**config.mk**
```make
export PLATFORM = sky130hd
export DESIGN_NAME = serial_addsub_ctrl_flat
export DESIGN_NICKNAME = d
export VERILOG_FILES = /design/src/rtl/serial_addsub_ctrl_pkg.sv /design/src/rtl/serial_addsub_ctrl_if.sv /design/src/rtl/adder_sub_1bit.sv /design/src/rtl/serial_addsub_ctrl.sv /design/src/flat_wrapper.sv
export SDC_FILE = /design/constraint.sdc
export NUM_CORES = 1
export LEC_CHECK = 0
export BUFFER_PORTS_ARGS = -buffer_cell sky130_fd_sc_hd__buf_2
export CAP_MARGIN = 20
export CORE_ASPECT_RATIO = 1.1
export CORE_MARGIN = 1.5
export CORE_UTILIZATION = 50
export CTS_BUF_LIST = sky130_fd_sc_hd__clkbuf_4
export CTS_CLUSTER_SIZE = 24
export DETAILED_ROUTE_END_ITERATION = 10
export GPL_TIMING_DRIVEN = 0
export HOLD_SLACK_MARGIN = 0.1
export MAX_ROUTING_LAYER = met4
export PLACE_DENSITY = 0.81
export SETUP_SLACK_MARGIN = 0.5
export SLEW_MARGIN = 20
export SYNTH_ARGS = -nofsm -noshare
export SYNTH_HDL_FRONTEND = slang
export SYNTH_SLANG_ARGS = --single-unit
```
**constraint.sdc**
```tcl
create_clock -name clk -period 3 [get_ports clk]
set_input_delay 0 -clock clk [delete_from_list [all_inputs] [get_ports clk]]
set_output_delay 0 -clock clk [all_outputs]
set_load 0.005 [all_outputs]
```
**src/rtl/serial_addsub_ctrl_pkg.sv**
```systemverilog
`default_nettype none
// ---------------------------------------------------------------------------
// serial_addsub_ctrl_pkg : shared FSM state encoding and default width
// Rev 1.0
// ---------------------------------------------------------------------------
package serial_addsub_ctrl_pkg;

  localparam int DEFAULT_WIDTH = 4;

  typedef enum logic [1:0] {
    ST_IDLE = 2'd0,
    ST_RUN  = 2'd1,
    ST_DONE = 2'd2
  } state_t;

endpackage
`default_nettype wire

```
**src/rtl/serial_addsub_ctrl_if.sv**
```systemverilog
`default_nettype none
// ---------------------------------------------------------------------------
// serial_addsub_ctrl_if : request/response bundle of the serial add/sub unit
// Rev 1.0
// ---------------------------------------------------------------------------
interface serial_addsub_ctrl_if
  import serial_addsub_ctrl_pkg::*;
#(
  parameter int WIDTH = DEFAULT_WIDTH
) ();

  logic             start;
  logic             sel;
  logic [WIDTH-1:0] a;
  logic [WIDTH-1:0] b;
  logic             busy;
  logic             done;
  logic [WIDTH-1:0] result;
  logic             cout;
  logic             overflow;

  modport master (
    output start, sel, a, b,
    input  busy, done, result, cout, overflow
  );

  modport slave (
    input  start, sel, a, b,
    output busy, done, result, cout, overflow
  );

endinterface
`default_nettype wire

```
**src/rtl/adder_sub_1bit.sv**
```systemverilog
`default_nettype none
// ---------------------------------------------------------------------------
// adder_sub_1bit : one-bit full adder with b inverted when sel=1
// Rev 1.0
// ---------------------------------------------------------------------------
module adder_sub_1bit (
  input  wire logic a,
  input  wire logic b,
  input  wire logic sel,
  input  wire logic Cin,
  output logic      sum,
  output logic      Cout
);

  logic w_bx;

  assign w_bx = b ^ sel;
  assign sum  = a ^ w_bx ^ Cin;
  assign Cout = (a & w_bx) | (a & Cin) | (w_bx & Cin);

endmodule
`default_nettype wire

```
**src/rtl/serial_addsub_ctrl.sv**
```systemverilog
`default_nettype none
// ---------------------------------------------------------------------------
// serial_addsub_ctrl : bit-serial add/subtract, LSB first, one bit per cycle
// Rev 1.0
// ---------------------------------------------------------------------------
module serial_addsub_ctrl
  import serial_addsub_ctrl_pkg::*;
#(
  parameter int WIDTH = DEFAULT_WIDTH
) (
  input wire logic             clk,
  input wire logic             rst,
  serial_addsub_ctrl_if.slave  bus
);

  localparam int             CNT_W = $clog2(WIDTH + 1);
  localparam logic [CNT_W-1:0] C_LAST_BIT = CNT_W'(WIDTH - 1);
  localparam logic [CNT_W-1:0] C_CNT_ONE  = CNT_W'(1);

  state_t           state_q,    state_d;
  logic [WIDTH-1:0] a_q,        a_d;
  logic [WIDTH-1:0] b_q,        b_d;
  logic             sel_q,      sel_d;
  logic             carry_q,    carry_d;
  logic [CNT_W-1:0] cnt_q,      cnt_d;
  logic [WIDTH-1:0] res_q,      res_d;
  logic [WIDTH-1:0] result_q,   result_d;
  logic             cout_q,     cout_d;
  logic             overflow_q, overflow_d;
  logic             busy_q,     busy_d;
  logic             done_q,     done_d;

  logic w_sum;
  logic w_cout;

  adder_sub_1bit u_cell (
    .a    (a_q[0]),
    .b    (b_q[0]),
    .sel  (sel_q),
    .Cin  (carry_q),
    .sum  (w_sum),
    .Cout (w_cout)
  );

  always_comb begin
    state_d    = state_q;
    a_d        = a_q;
    b_d        = b_q;
    sel_d      = sel_q;
    carry_d    = carry_q;
    cnt_d      = cnt_q;
    res_d      = res_q;
    result_d   = result_q;
    cout_d     = cout_q;
    overflow_d = overflow_q;
    busy_d     = busy_q;
    done_d     = 1'b0;

    case (state_q)
      ST_IDLE: begin
        busy_d = 1'b0;
        if (bus.start) begin
          a_d     = bus.a;
          b_d     = bus.b;
          sel_d   = bus.sel;
          carry_d = bus.sel;
          cnt_d   = '0;
          res_d   = '0;
          busy_d  = 1'b1;
          state_d = ST_RUN;
        end
      end

      ST_RUN: begin
        a_d     = a_q >> 1;
        b_d     = b_q >> 1;
        res_d   = {w_sum, res_q[WIDTH-1:1]};
        carry_d = w_cout;
        cnt_d   = cnt_q + C_CNT_ONE;
        busy_d  = 1'b1;
        // carry_q is the carry into the MSB on the last bit
        if (cnt_q == C_LAST_BIT) begin
          result_d   = {w_sum, res_q[WIDTH-1:1]};
          cout_d     = w_cout;
          overflow_d = carry_q ^ w_cout;
          done_d     = 1'b1;
          state_d    = ST_DONE;
        end
      end

      ST_DONE: begin
        busy_d  = 1'b0;
        state_d = ST_IDLE;
      end

      default: begin
        busy_d  = 1'b0;
        state_d = ST_IDLE;
      end
    endcase
  end

  always_ff @(posedge clk) begin
    if (rst) begin
      state_q    <= ST_IDLE;
      a_q        <= '0;
      b_q        <= '0;
      sel_q      <= 1'b0;
      carry_q    <= 1'b0;
      cnt_q      <= '0;
      res_q      <= '0;
      result_q   <= '0;
      cout_q     <= 1'b0;
      overflow_q <= 1'b0;
      busy_q     <= 1'b0;
      done_q     <= 1'b0;
    end else begin
      state_q    <= state_d;
      a_q        <= a_d;
      b_q        <= b_d;
      sel_q      <= sel_d;
      carry_q    <= carry_d;
      cnt_q      <= cnt_d;
      res_q      <= res_d;
      result_q   <= result_d;
      cout_q     <= cout_d;
      overflow_q <= overflow_d;
      busy_q     <= busy_d;
      done_q     <= done_d;
    end
  end

  assign bus.busy     = busy_q;
  assign bus.done     = done_q;
  assign bus.result   = result_q;
  assign bus.cout     = cout_q;
  assign bus.overflow = overflow_q;

endmodule
`default_nettype wire

```
**src/flat_wrapper.sv**
```systemverilog
// flat-port wrapper written by rule: the top's interface ports become plain ports
module serial_addsub_ctrl_flat import serial_addsub_ctrl_pkg::*;
#(
  parameter int WIDTH = DEFAULT_WIDTH
)
  (clk, rst, bus_start, bus_sel, bus_a, bus_b, bus_busy, bus_done, bus_result, bus_cout, bus_overflow);
  serial_addsub_ctrl_if #(.WIDTH(WIDTH)) bus_i ();
  input wire logic clk;
  input wire logic rst;
  input wire logic [$bits(bus_i.start)-1:0] bus_start;
  input wire logic [$bits(bus_i.sel)-1:0] bus_sel;
  input wire logic [$bits(bus_i.a)-1:0] bus_a;
  input wire logic [$bits(bus_i.b)-1:0] bus_b;
  output wire logic [$bits(bus_i.busy)-1:0] bus_busy;
  output wire logic [$bits(bus_i.done)-1:0] bus_done;
  output wire logic [$bits(bus_i.result)-1:0] bus_result;
  output wire logic [$bits(bus_i.cout)-1:0] bus_cout;
  output wire logic [$bits(bus_i.overflow)-1:0] bus_overflow;
  assign bus_i.start = bus_start;
  assign bus_i.sel = bus_sel;
  assign bus_i.a = bus_a;
  assign bus_i.b = bus_b;
  assign bus_busy = bus_i.busy;
  assign bus_done = bus_i.done;
  assign bus_result = bus_i.result;
  assign bus_cout = bus_i.cout;
  assign bus_overflow = bus_i.overflow;
  serial_addsub_ctrl #(.WIDTH(WIDTH)) u_core (.clk(clk), .rst(rst), .bus(bus_i));
endmodule
```
# Word level (Yosys, flattened, before mapping)
# Cells that the tools add are included.
[totals]
input_bits = 12
register_bits = 27
[op_classes]
bitwise_logic = 10
n_mux = 16
n_addsub = 1
eq_ne = 4
n_reduce_logical = 7
[op_table]
columns = ["op", "n"]
rows = [
  ["one-hot mux 4 bit (2 select lines)", 3],
  ["two-way mux 4 bit", 3],
  ["AND reduction 2 bit", 4],
  ["one-hot mux 3 bit (2 select lines)", 1],
  ["two-way mux 2 bit", 2],
  ["one-hot mux 1 bit (2 select lines)", 2],
  ["one-hot mux 2 bit (2 select lines)", 1],
  ["XOR 1 bit", 4],
  ["adder 3 x 1 -> 3 bit (second input constant)", 1],
  ["AND 1 bit", 3],
  ["equality test 3 x 2 -> 1 bit (second input constant)", 1],
  ["two-way mux 1 bit", 3],
  ["two-way mux 3 bit", 1],
  ["equality test 2 x 1 -> 1 bit (second input constant)", 1],
  ["logical NOT 2 bit", 1],
  ["inequality test 2 x 1 -> 1 bit (second input constant)", 1],
  ["inequality test 2 bit (second input constant)", 1],
  ["OR 1 bit", 2],
  ["nonzero test 2 bit", 1],
  ["OR reduction 2 bit", 1],
  ["inverter 1 bit", 1],
]

# Longest topological paths before layout
[logic_depth]
depth_word = 5
depth_mapped = 6
depth_no_buf = 5

# Modules after synthesis
# Synthesis repeated with hierarchy kept, for this count alone.
[unflattened]
cells_unflattened = 113
area_unflattened_um2 = 1111.1
[modules_own_cells]
columns = ["module", "n_inst", "seq_area_each_um2", "cells_per_inst", "area_per_inst_um2"]
rows = [
  ["serial_addsub_ctrl", 1, 520.5, 107, 1067.3],
  ["adder_sub_1bit", 1, 0.0, 6, 43.8],
]

# Worst setup path after synthesis
# Ideal clock, no wire load.
[synth_path]
kind = "flip-flop to flip-flop"
from = "reg u_core.b_q[0]"
to = "reg u_core.carry_q"
n_path_buf = 0
stages_incl_launch_ff = 5
required_time_ps = 2930
setup_slack_ps = 1684
period_less_slack_ps = 1316
t_arrival_ps = 1246
path_cell_list = "dfxtp_1 -> xnor2_1 -> fa_1 -> a211o_1 -> a21oi_1"
[synth_via]
elab_chain_cells = 5
elab_cells_between_ends = 6
classes_between = "mux (1); bitwise (5)"
[synth_rtl]
columns = ["item", "line_no", "text"]
rows = [
  ["from (decl)", "serial_addsub_ctrl.sv:22", "logic [WIDTH-1:0] b_q, b_d;"],
  ["from (signal assigned)", "serial_addsub_ctrl.sv:107", "b_q <= '0;"],
  ["from (signal assigned)", "serial_addsub_ctrl.sv:120", "b_q <= b_d;"],
  ["XOR 1 bit *", "adder_sub_1bit.sv:17", "assign w_bx = b ^ sel;"],
  ["AND 1 bit", "adder_sub_1bit.sv:19", "assign Cout = (a & w_bx) | (a & Cin) | (w_bx & Cin);"],
  ["OR 1 bit", "adder_sub_1bit.sv:19", ""],
  ["OR 1 bit *", "adder_sub_1bit.sv:19", ""],
  ["one-hot mux 1 bit (2 select lines) *", "serial_addsub_ctrl.sv:59", "case (state_q)"],
  ["to (signal assigned)", "serial_addsub_ctrl.sv:122", "carry_q <= carry_d;"],
  ["to (decl)", "serial_addsub_ctrl.sv:24", "logic carry_q, carry_d;"],
]
# Mark *: on every way between the ends. The rest lies on a longest branch, timed or not.
# A chain may end at the register's enable or synchronous reset.

# Worst setup path in the final report
[layout_path]
from = "reg u_core.state_q[1]"
to = "reg u_core.a_q[0]"
[layout_via]
elab_chain_cells = 3
elab_cells_between_ends = 6
classes_between = "eq/ne (2); mux (1); reduce/logical (3)"
[layout_rtl]
columns = ["item", "line_no", "text"]
rows = [
  ["from (decl)", "serial_addsub_ctrl.sv:20", "state_t state_q, state_d;"],
  ["from (signal assigned)", "serial_addsub_ctrl.sv:118", "state_q <= state_d;"],
  ["equality test 2 x 1 -> 1 bit / logical NOT 2 bit (equally long branches)", "serial_addsub_ctrl.sv:59", ""],
  ["nonzero test 2 bit (no line) / inequality test 2 bit (equally long branches)", "n/a", ""],
  ["AND reduction 2 bit (no line)", "n/a", ""],
  ["to (signal assigned)", "serial_addsub_ctrl.sv:106", "a_q <= '0;"],
  ["to (signal assigned)", "serial_addsub_ctrl.sv:119", "a_q <= a_d;"],
  ["to (decl)", "serial_addsub_ctrl.sv:21", "logic [WIDTH-1:0] a_q, a_d;"],
]
# Parallel ways exist; a longest one is shown, timed or not.

==> summary.md <==
| Metric | Value |
|---|---|
| Sw Ratio | 22.7% |
| Startpoint types | flop |
| Mean Syn Cell Area | 9.27 sq um |
| Post-CTS Setup Bufs | 0 |
| Port-buffer cells | 18 |
| Critical path fanouts, max | 10 |
| Residual DRC | 0 |
| CTS Buf Count | 3 |
| CTS tree | yes |
| CP cell instances | buf_6, nor2b_4, nand2_1, a311oi_1, dlygate4sd3_1 |
| Final period util | 54.7% |
| P&R area growth vs syn | 23.6% |
| Fillers | 191 |
| Internal | 0.539 mW |
| Die area | 2480 sq um |
| Post-synthesis sequential area ratio | 47.6% |
| Met1 usage in global routing | 26.6% |
| Post-synth cell types | 28 |
| Clk_lat worst skew | 0.33 ns |
| Synth Instances | 118 |
| Avg WL per Cell | 12.8 microns |
| Mapped Area | 1090 sq um |
| WP data arrival | 1.92 ns |
| Slew HR | 71.0% |
| Vias | 922 |
| Reg power frac | 53.1% |
| First-pass GRT wire length | 3750 microns |
| Fin nets | 164 |
| Antenna-violating nets left | 0 |
| Clock sinks | 26 |
| Setup Skew | 0.00629 ns |
| Met2 Use GR | 34.2% |
| Post-Syn Nets | 133 |
| Largest net degree at the start of global routing | 16 |
| Yosys Warn Count | 0 |
| Clock Power Share | 34.6% |
| Critical path type | flop to flop |
| Max stage delay on crit path | 0.58 ns |
| Hold Crit Class | input pin to flop |
| RSZ-0062 raised after global routing | no |
| H-Tree Depth | 1 |
| RD Place Congestion | 0.754 |
| Worst-case vdd ir drop | 0.360 mV |
| Lkg Pwr | 0.565 nW |
| Combinational share of power | 12.3% |
| Synthesis-stage register bit count | 26 |
| Number of vias per cell | 5.24 |
| Crit end category | flop |
| Fmax | 0.610 GHz |
| Global route overflow | 0 |
| GRT Overall Usage | 21.5% |
| Diode count | 0 |
| CTS Buffer Depth | 2 |
| Total power | 0.698 mW |
| Max Slew Vio Count | 0 |
| Root buffer cell | clkbuf_4 |
| Antenna violations before repair | 0 |
| Slowest cell on the critical path | dlygate4sd3_1 |
| # IOs | 20 |
| Die Wd | 47.6 microns |
| Layout cell share with drive strength beyond 1 | 20.9% |
| Psw | 0.158 mW |
| Vias in the first global route | 881 |
| Hold Vio Cnt, Final | 0 |
| Initial DRT Pass Iterations | 4 |
| # setup viols final | 0 |
| Core area | 2040 sq um |
| Initial Util | 53.6% |
| Met3 Track Usage GR | 4.17% |
| Die Ht | 52.1 microns |
| Pwr dens | 516 nW/um^2 |
| Worst EP required | 3.28 ns |
| Fin crit period | 1.64 ns |
| Max Cap Viol | 0 |
| Busiest grt layer | met2 |
| Detailed Route Iter0 Violations | 19 |
| Total length of routed wires | 2250 microns |
| Post-DP HPWL | 1550 microns |
| Fin Setup TNS | 0 ns |
| Clock-pin slew on the worst setup and hold paths | 0.14 ns |
| Row cnt | 17 |
| Outcome | finished clean |
| Worst Max-Slew Pin Slew | 0.434 ns |
[through the flow]
| stage | cell area (sq um) | hold slack [ns] | instances | worst slack (ns) | util, % |
|---|---|---|---|---|---|
| 2_1_floorplan | 1090 | 0.160 | 118 | 1.68 | - |
| 3_3_place_gp | 1220 | 0.268 | 164 | 1.63 | 59.7 |
| 3_5_place_dp | 1220 | 0.282 | 164 | 1.62 | 59.7 |
| 4_1_cts | 1350 | 0.117 | 176 | 1.38 | 66.2 |
| 5_1_grt | 1350 | 0.129 | 176 | 1.21 | 66.2 |
| 6_report | 1350 | 0.120 | 176 | 1.36 | 66.2 |
[power by group through the flow]
stage	Combinational (mW)	Clock (mW)	Sequential, mW
2_1_floorplan	0.0554	0	0.375
3_3_place_gp	0.0742	0	0.377
3_5_place_dp	0.0765	0	0.378
4_1_cts	0.0860	0.242	0.371
5_1_grt	0.0960	0.257	0.373
6_report	0.0858	0.241	0.371
[layout make-up]
type | instances | area (sq um) | area share (%)
flip-flops and latches | 26 | 520 | 38.5
clock buffers | 3 | 22.5 | 1.67
clock inverters | 1 | 30.0 | 2.22
inverters | 5 | 18.8 | 1.39
multi-input cells | 79 | 507 | 37.5
repair buffers | 26 | 170 | 12.6
well taps | 28 | 35.0 | 2.59
plain buffers | 8 | 47.5 | 3.52
[cell families (layout without fill, tap and decap cells)]
family	count (synthesis)	after routing	synth area share, %
DFF	26	26	47.6
and+or+nand+nor	40	40	17.4
adders and majority gates	3	3	4.12
buffers and inverters	13	43	6.06
AOI/OAI and AO/OA	28	28	17.6
muxes	6	6	5.61
xor gates and xnor gates	2	2	1.60
[routing by layer]
metal	up-vias	part of all wire (%)
met5	-	0
met4	0	1.6
met3	5	3.9
met2	29	50
met1	427	44
li1	461	-
[worst max-delay path, delay by kind of cell, from the launching register on]
kind                   cells  cell delay (ns)
and+or+nand+nor            2             0.27
buffers and inverters      2             0.72
AOI/OAI and AO/OA          1             0.26
DFF                        1             0.35
[state kept, by name (all words and copies together) (netlist names), 2 cells and up]
signal	count
u_core.bus.result	4
u_core.state_q	2
u_core.a_q	4
u_core.res_q	3
u_core.b_q	4
u_core.cnt_q	3
[synthesized netlist by cell type, drive strengths merged]
cell type / number / area [sq um]
dfxtp: 26 / 521
nor2: 22 / 82.6
a21oi: 9 / 45.0
nand2: 8 / 30.0
buf: 5 / 36.3
inv: 5 / 18.8
mux2i: 5 / 50.1
nor2b: 4 / 32.5
o21ai: 4 / 20.0
a211oi: 3 / 22.5
a22oi: 3 / 22.5
a311oi: 3 / 26.3
clkbuf: 3 / 11.3
nand3b: 3 / 22.5
a2bb2oi: 2 / 17.5
ha: 2 / 25.0
o221a: 2 / 22.5
xnor2: 2 / 17.5
a211o: 1 / 8.76
and3b: 1 / 8.76
fa: 1 / 20.0
mux2: 1 / 11.3
nand2b: 1 / 6.26
o21bai: 1 / 7.51
or2b: 1 / 7.51
[cell usage in the layout (no fill, tap or decap), types with 4 or more instances in the layout]
cell,n
a21oi_1,9
buf_2,20
dfxtp_1,26
dlygate4sd3_1,8
inv_1,5
mux2i_1,5
nand2_1,8
nor2_1,22
o21ai_0,4
[final timing paths]
check	end	slack (ns)	startpoint	cells after the start
max	u_core.a_q[0]$_SDFFE_PP0P_	1.36	u_core.state_q[1]$_SDFFE_PP0P_	5
min	u_core.a_q[3]$_SDFFE_PP0P_	0.12	bus_start	4
max reg2reg	u_core.a_q[0]$_SDFFE_PP0P_	1.36	u_core.state_q[1]$_SDFFE_PP0P_	5
min reg2reg	u_core.b_q[0]$_SDFFE_PP0P_	0.49	u_core.b_q[0]$_SDFFE_PP0P_	2
[repair_timing]
item | 4_1_cts | 5_1_grt
hold buffers | 8 | 0
resized for setup | 0 | 0
endpoints found under the hold margin | 10 | 0
Power figures use the tool's default switching activity.
